### src/rtl/regfile_wb_arbiter_pkg.sv
// rtl/regfile_wb_arbiter_pkg.sv - shared core constants and writeback request type
package regfile_wb_arbiter_pkg;

  localparam int REG_ADDR_W = 5;
  localparam int XLEN       = 32;
  localparam int NUM_REGS   = 32;

  // One register-file write: destination and value.
  typedef struct packed {
    logic [REG_ADDR_W-1:0] rd;
    logic [XLEN-1:0]       data;
  } wb_req_t;

endpackage

### src/rtl/regfile_wb_arbiter_if.sv
// rtl/regfile_wb_arbiter_if.sv - writeback source, issue and register-file signals
// Groups the ALU and load handshakes, the issue-side scoreboard set, the
// pending vector and the register-file write port.
//   master: drives valids/rd/data/issue, observes readies, pending and write port
//   slave : the arbiter; drives readies, pending, write_select and write
interface regfile_wb_arbiter_if;
  import regfile_wb_arbiter_pkg::*;

  logic                  alu_valid;
  logic                  alu_ready;
  logic [REG_ADDR_W-1:0] alu_rd;
  logic [XLEN-1:0]       alu_data;
  logic                  mem_valid;
  logic                  mem_ready;
  logic [REG_ADDR_W-1:0] mem_rd;
  logic [XLEN-1:0]       mem_data;
  logic                  issue_valid;
  logic [REG_ADDR_W-1:0] issue_rd;
  logic [NUM_REGS-1:0]   pending;
  logic [REG_ADDR_W-1:0] write_select;
  logic [XLEN-1:0]       write;

  modport master (
    output alu_valid, alu_rd, alu_data,
    output mem_valid, mem_rd, mem_data,
    output issue_valid, issue_rd,
    input  alu_ready, mem_ready, pending, write_select, write
  );

  modport slave (
    input  alu_valid, alu_rd, alu_data,
    input  mem_valid, mem_rd, mem_data,
    input  issue_valid, issue_rd,
    output alu_ready, mem_ready, pending, write_select, write
  );

endinterface

### src/rtl/regfile_wb_arbiter_wb_scoreboard.sv
// rtl/regfile_wb_arbiter_wb_scoreboard.sv - pending-write scoreboard for RAW stalls
// Ports:
//   clk, rst   : clock, synchronous active-high reset
//   set_valid  : an instruction with a destination issues this cycle
//   set_idx    : its destination register
//   clr_idx    : register committing at this edge (0 = none)
//   pending    : one bit per register with an outstanding write; bit 0 is always 0
module wb_scoreboard
  import regfile_wb_arbiter_pkg::*;
(
  input  logic                  clk,
  input  logic                  rst,
  input  logic                  set_valid,
  input  logic [REG_ADDR_W-1:0] set_idx,
  input  logic [REG_ADDR_W-1:0] clr_idx,
  output logic [NUM_REGS-1:0]   pending
);

  // x0 has no storage; the loop starts at 1 so index 0 never matches.
  logic [NUM_REGS-1:1] pend_q;

  always_ff @(posedge clk) begin
    if (rst) begin
      pend_q <= '0;
    end else begin
      for (int i = 1; i < NUM_REGS; i++) begin
        // A new producer issuing on the commit edge keeps the bit set.
        if (set_valid && set_idx == REG_ADDR_W'(i))
          pend_q[i] <= 1'b1;
        else if (clr_idx == REG_ADDR_W'(i))
          pend_q[i] <= 1'b0;
      end
    end
  end

  assign pending = {pend_q, 1'b0};

endmodule

### src/rtl/regfile_wb_arbiter.sv
// rtl/regfile_wb_arbiter.sv - two-source writeback arbiter for the register-file write port
// Ports:
//   clk, rst : clock, synchronous active-high reset
//   bus      : slave side of regfile_wb_arbiter_if (ALU/load handshakes, issue,
//              pending vector, write_select/write to the register file)
// Parameters:
//   STARVE_LIMIT : refused-while-valid cycles after which the ALU beats the load path (1..15)
module regfile_wb_arbiter
  import regfile_wb_arbiter_pkg::*;
#(
  parameter int STARVE_LIMIT = 3
) (
  input  logic                 clk,
  input  logic                 rst,
  regfile_wb_arbiter_if.slave  bus
);

  logic [3:0] starve_cnt;
  logic       starve_hit;
  logic       alu_grant;
  logic       mem_grant;
  wb_req_t    out_q;

  assign starve_hit = (starve_cnt >= 4'(STARVE_LIMIT));

  // Loads win by default; a starved ALU wins once. Readies are gated by
  // their own valid so the two can never be high together.
  assign bus.alu_ready = !rst && bus.alu_valid && (!bus.mem_valid || starve_hit);
  assign bus.mem_ready = !rst && bus.mem_valid && !(bus.alu_valid && starve_hit);

  assign alu_grant = bus.alu_valid && bus.alu_ready;
  assign mem_grant = bus.mem_valid && bus.mem_ready;

  always_ff @(posedge clk) begin
    if (rst) begin
      starve_cnt <= '0;
    end else if (!bus.alu_valid || alu_grant) begin
      starve_cnt <= '0;
    end else if (starve_cnt != 4'hF) begin
      starve_cnt <= starve_cnt + 4'd1;
    end
  end

  // Output register: rd=0 naturally yields write_select=0 (no write).
  // With no grant the data is held and only the select drops.
  always_ff @(posedge clk) begin
    if (rst) begin
      out_q <= '0;
    end else if (alu_grant) begin
      out_q <= '{rd: bus.alu_rd, data: bus.alu_data};
    end else if (mem_grant) begin
      out_q <= '{rd: bus.mem_rd, data: bus.mem_data};
    end else begin
      out_q.rd <= '0;
    end
  end

  assign bus.write_select = out_q.rd;
  assign bus.write        = out_q.data;

  // The register file commits write_select at the next edge, which is
  // exactly when the scoreboard clears it.
  wb_scoreboard u_scoreboard (
    .clk       (clk),
    .rst       (rst),
    .set_valid (bus.issue_valid),
    .set_idx   (bus.issue_rd),
    .clr_idx   (out_q.rd),
    .pending   (bus.pending)
  );

endmodule

### src/flat_wrapper.sv
// flat-port wrapper written by rule: the top's interface ports become plain ports
module regfile_wb_arbiter_flat import regfile_wb_arbiter_pkg::*;
#(
  parameter int STARVE_LIMIT = 3
)
  (clk, rst, bus_alu_valid, bus_alu_rd, bus_alu_data, bus_mem_valid, bus_mem_rd, bus_mem_data, bus_issue_valid, bus_issue_rd, bus_alu_ready, bus_mem_ready, bus_pending, bus_write_select, bus_write);
  regfile_wb_arbiter_if bus_i ();
  input  logic clk;
  input  logic rst;
  input wire logic [$bits(bus_i.alu_valid)-1:0] bus_alu_valid;
  input wire logic [$bits(bus_i.alu_rd)-1:0] bus_alu_rd;
  input wire logic [$bits(bus_i.alu_data)-1:0] bus_alu_data;
  input wire logic [$bits(bus_i.mem_valid)-1:0] bus_mem_valid;
  input wire logic [$bits(bus_i.mem_rd)-1:0] bus_mem_rd;
  input wire logic [$bits(bus_i.mem_data)-1:0] bus_mem_data;
  input wire logic [$bits(bus_i.issue_valid)-1:0] bus_issue_valid;
  input wire logic [$bits(bus_i.issue_rd)-1:0] bus_issue_rd;
  output wire logic [$bits(bus_i.alu_ready)-1:0] bus_alu_ready;
  output wire logic [$bits(bus_i.mem_ready)-1:0] bus_mem_ready;
  output wire logic [$bits(bus_i.pending)-1:0] bus_pending;
  output wire logic [$bits(bus_i.write_select)-1:0] bus_write_select;
  output wire logic [$bits(bus_i.write)-1:0] bus_write;
  assign bus_i.alu_valid = bus_alu_valid;
  assign bus_i.alu_rd = bus_alu_rd;
  assign bus_i.alu_data = bus_alu_data;
  assign bus_i.mem_valid = bus_mem_valid;
  assign bus_i.mem_rd = bus_mem_rd;
  assign bus_i.mem_data = bus_mem_data;
  assign bus_i.issue_valid = bus_issue_valid;
  assign bus_i.issue_rd = bus_issue_rd;
  assign bus_alu_ready = bus_i.alu_ready;
  assign bus_mem_ready = bus_i.mem_ready;
  assign bus_pending = bus_i.pending;
  assign bus_write_select = bus_i.write_select;
  assign bus_write = bus_i.write;
  regfile_wb_arbiter #(.STARVE_LIMIT(STARVE_LIMIT)) u_core (.clk(clk), .rst(rst), .bus(bus_i));
endmodule
### config.mk
export PLATFORM = sky130hd
export DESIGN_NAME = regfile_wb_arbiter_flat
export DESIGN_NICKNAME = d
export VERILOG_FILES = /design/src/rtl/regfile_wb_arbiter_pkg.sv /design/src/rtl/regfile_wb_arbiter_if.sv /design/src/rtl/regfile_wb_arbiter_wb_scoreboard.sv /design/src/rtl/regfile_wb_arbiter.sv /design/src/flat_wrapper.sv
export SDC_FILE = /design/constraint.sdc
export NUM_CORES = 1
export LEC_CHECK = 0
export CORE_MARGIN = 10
export CORE_UTILIZATION = 43
export DETAILED_ROUTE_END_ITERATION = 7
export PLACE_DENSITY = 0.87
export SLEW_MARGIN = 20
export SYNTH_ARGS = -nofsm -noshare
export SYNTH_HDL_FRONTEND = slang
export SYNTH_SLANG_ARGS = --single-unit
export TNS_END_PERCENT = 50
### constraint.sdc
create_clock -name clk -period 4.4 [get_ports clk]
set_clock_uncertainty 0.1 [all_clocks]
set_input_delay 1.1 -clock clk [delete_from_list [all_inputs] [get_ports clk]]
set_output_delay 1.1 -clock clk [all_outputs]
set_load 0.05 [all_outputs]
==> impl_results.md <==
* Met2 Use GR at 32.4%
* Largest family of logic cells by synthesized area: compound AO/OA/AOI/OAI gates
* Worst min path class: reg2reg
* Placer Congestion at 0.870
* Compound-cell area share of the yosys netlist at 26.0%
* GR peak layer: met2
* Gr ovfl total at 0
* Met3 usage at 9.28%
* Clock tree root buffer cell: clkbuf_8
* #FFs+latches synth at 72
* Fin crit share at 90.9%
* Iteration-0 DRC Markers at 186
* CP Cell Sequence: clkdlybuf4s50_1, nor2b_1, o21a_1, clkdlybuf4s50_1
* First-pass GRT wire length at 18,700 um
* CTS tree: done
* Post-synth ARST share at 0%
* Synthesized instance count at 387
* Clk pwr share at 32.3%
* Slowest stage delay, CP at 0.80 ns
* Mux cell area share after synthesis at 0%
* RSZ-0062 raised after global routing: false
* Drt first pass iters at 4
* Largest net degree at the start of global routing at 68
* Syn avg cell area at 8.46 sq um
* Post-synth top area share at 44.0%
* Setup TNS at 0 ns
* Critical path's slowest cell: clkdlybuf4s50_1
* Layout Cells excl Fill at 630
* Diode count at 0
* Commonest non-fill, non-tap cells in the layout: clkdlybuf4s50_1, dfxtp_1, o21ai_0
* Post-Syn Area at 3270 sq um
* Seq/Total Area, Yosys at 44.0%
* Met1 Usage GRT at 22.3%
* Peak VDD IR at 0.191 mV
* Die height at 107 um
* Worst Max-Slew Pin Slew at 0.718 ns
* Antenna violations before repair at 0
* Initial Utilization at 44.7%
* Setup Viol. Count Final at 0
* Slew headroom at 52.2%
* Crit Path Category: in2out
* Number of global-route vias before repair at 3,622
* Setup Fix Bufs, Post-CTS at 0
* Sw power at 504 uW
* Int Power at 1.10 mW
* Power share of the combinational group at 23.8%
* Total CTS buffers at 9
* Number of synthesized flops with an enable pin at 0
* Hpwl dp at 8770 um
* Largest area contributor in the netlist: dfxtp_1
* H-Tree Depth at 3
* Tot GR Track Use at 20.2%
* Cell area after layout at 4950 sq um
* Worst-path fanout max at 5
* Critical path arrival at 2.80 ns
* Share of layout cells above drive strength 1 at 8.47%
* Slew Limit Fails at 0
* Reg power frac at 43.9%
* Post-Synth Adder-Cell Area at 0.382%
* Layout area overhead at 51.3%
* Cell Area, Placed at 4760 sq um
* Tot Pwr at 1.61 mW
* Worst hold stages at 1
* YS warnings at 0
* Netlist cell types at 38
* Post-DR wirelength/cell at 18.5 um
* Chip Width at 107 um
* CP dominant cell by count: clkdlybuf4s50_1
* Port bufs at 153
* Die area at 11,500 sq um
* Vias per cell at 5.62
* Worst EP required at 3.20 ns
* Sw Share at 31.4%
* Residual DRC count at 0
* Post-Synth Simple-Gate Area at 22.1%
* Commonest non-fill, non-tap cell in the layout: clkdlybuf4s50_1
* Via count of the routed design at 3,542
* TritonCTS Sinks at 72
* Final min period at 4.00 ns
* Worst skew pair latency at 0.35 ns
* Startpoint types: input port
* Ports at 155
* Longest Clk Path Bufs at 2
* Placed insts at 614
* Floorplan row count at 31
* Pwr Density at 324 nW/um^2
* Clock-pin slew on the worst setup and hold paths at 0.08 ns
* # nets final at 611
* Synth area leaders: dfxtp_1, o21ai_0, a311oi_1
* Final WL at 11,700 um
* Maxcap violations at 0
* Hold violation count in the final report at 0
* Post-DRT Antenna Nets at 0
* Core box area at 7330 sq um
* R2R depth at 5
* Dominant synthesized flop cell: dfxtp_1
* CP endpoint kind: output port
* Hold-fix buffers at CTS at 0
* Resized Gates After CTS at 0
* Fmax at 250 MHz
* Outcome: complete, no violations
* Post-Synth XOR/XNOR Area at 0%
* Leak at 1.68 nW
## cells in the mapped netlist, types with 6 or more instances
cell type and n:
a21oi_1 36, a311oi_1 28, buf_4 6, clkbuf_1 12, dfxtp_1 72, nand2_1 33
nand3_1 34, nor2_1 36, o21ai_0 55, o21ai_1 13
## kinds of logic (layout without fill, tap and decap cells)
kind of cell	after synthesis	after routing
adders and majority gates	1	1
buffers and inverters	36	178
DFF	72	72
and+or+nand+nor	138	138
AOI/OAI and AO/OA	139	139
other	1	3
## power groups by stage
stage / clock (mW) / combinational (mW) / sequential [mW]
2_1_floorplan: 0 / 0.120 / 0.819
3_3_place_gp: 0 / 0.376 / 0.719
3_5_place_dp: 0 / 0.381 / 0.720
4_1_cts: 0.527 / 0.383 / 0.705
5_1_grt: 0.553 / 0.408 / 0.709
6_report: 0.519 / 0.382 / 0.706
## path summary, 6_finish.rpt
kind,from,end,slack [ns]
min reg2reg,u_core.starve_cnt[0],u_core.starve_cnt[0],0.32
min,u_core.starve_cnt[0],u_core.starve_cnt[0],0.32
max reg2reg,u_core.starve_cnt[0],u_core.bus.write[17],2.33
max,bus_mem_valid,bus_mem_ready,0.40
## worst max-delay path: cells and delay by family
kind | cells | cell delay [ns]
buffers and inverters | 2 | 1.35
AND/OR/NAND/NOR | 1 | 0.21
AO/OA/AOI/OAI | 1 | 0.14
## layer usage
metal | vias to the layer above | routed length (um) | part of all wire, %
met5 | - | 0 | 0
met1 | 1630 | 4360 | 37
met4 | 0 | 392 | 3.4
met2 | 202 | 5390 | 46
met3 | 28 | 1530 | 13
li1 | 1682 | - | -
## final cells by class
cell class | count | area, sq um
fill | 574 | 2380
inverter | 2 | 7.51
clock inverter | 7 | 70.1
timing repair buffer | 160 | 1580
tap | 99 | 124
sequential | 72 | 1440
multi-input combinational | 281 | 1610
clock buffer | 9 | 124
## flip-flops by register name, summed over array words and instances (netlist names)
name	cells
u_core.bus.write	32
u_core.bus.write_select	5
u_core.starve_cnt	4
u_core.u_scoreboard.pend_q	31
## metrics by stage
step / hold WS, ns / setup slack (ns) / util [%]
after CTS: 0.325 / 0.407 / 67.6
after detailed placement: 0.313 / 0.426 / 64.9
after floorplan: 0.298 / 1.01 / -
after global routing: 0.361 / 0.327 / 67.6
final: 0.322 / 0.402 / 67.6
after global placement: 0.307 / 0.444 / 64.9
(Power assumes the default switching activity.)
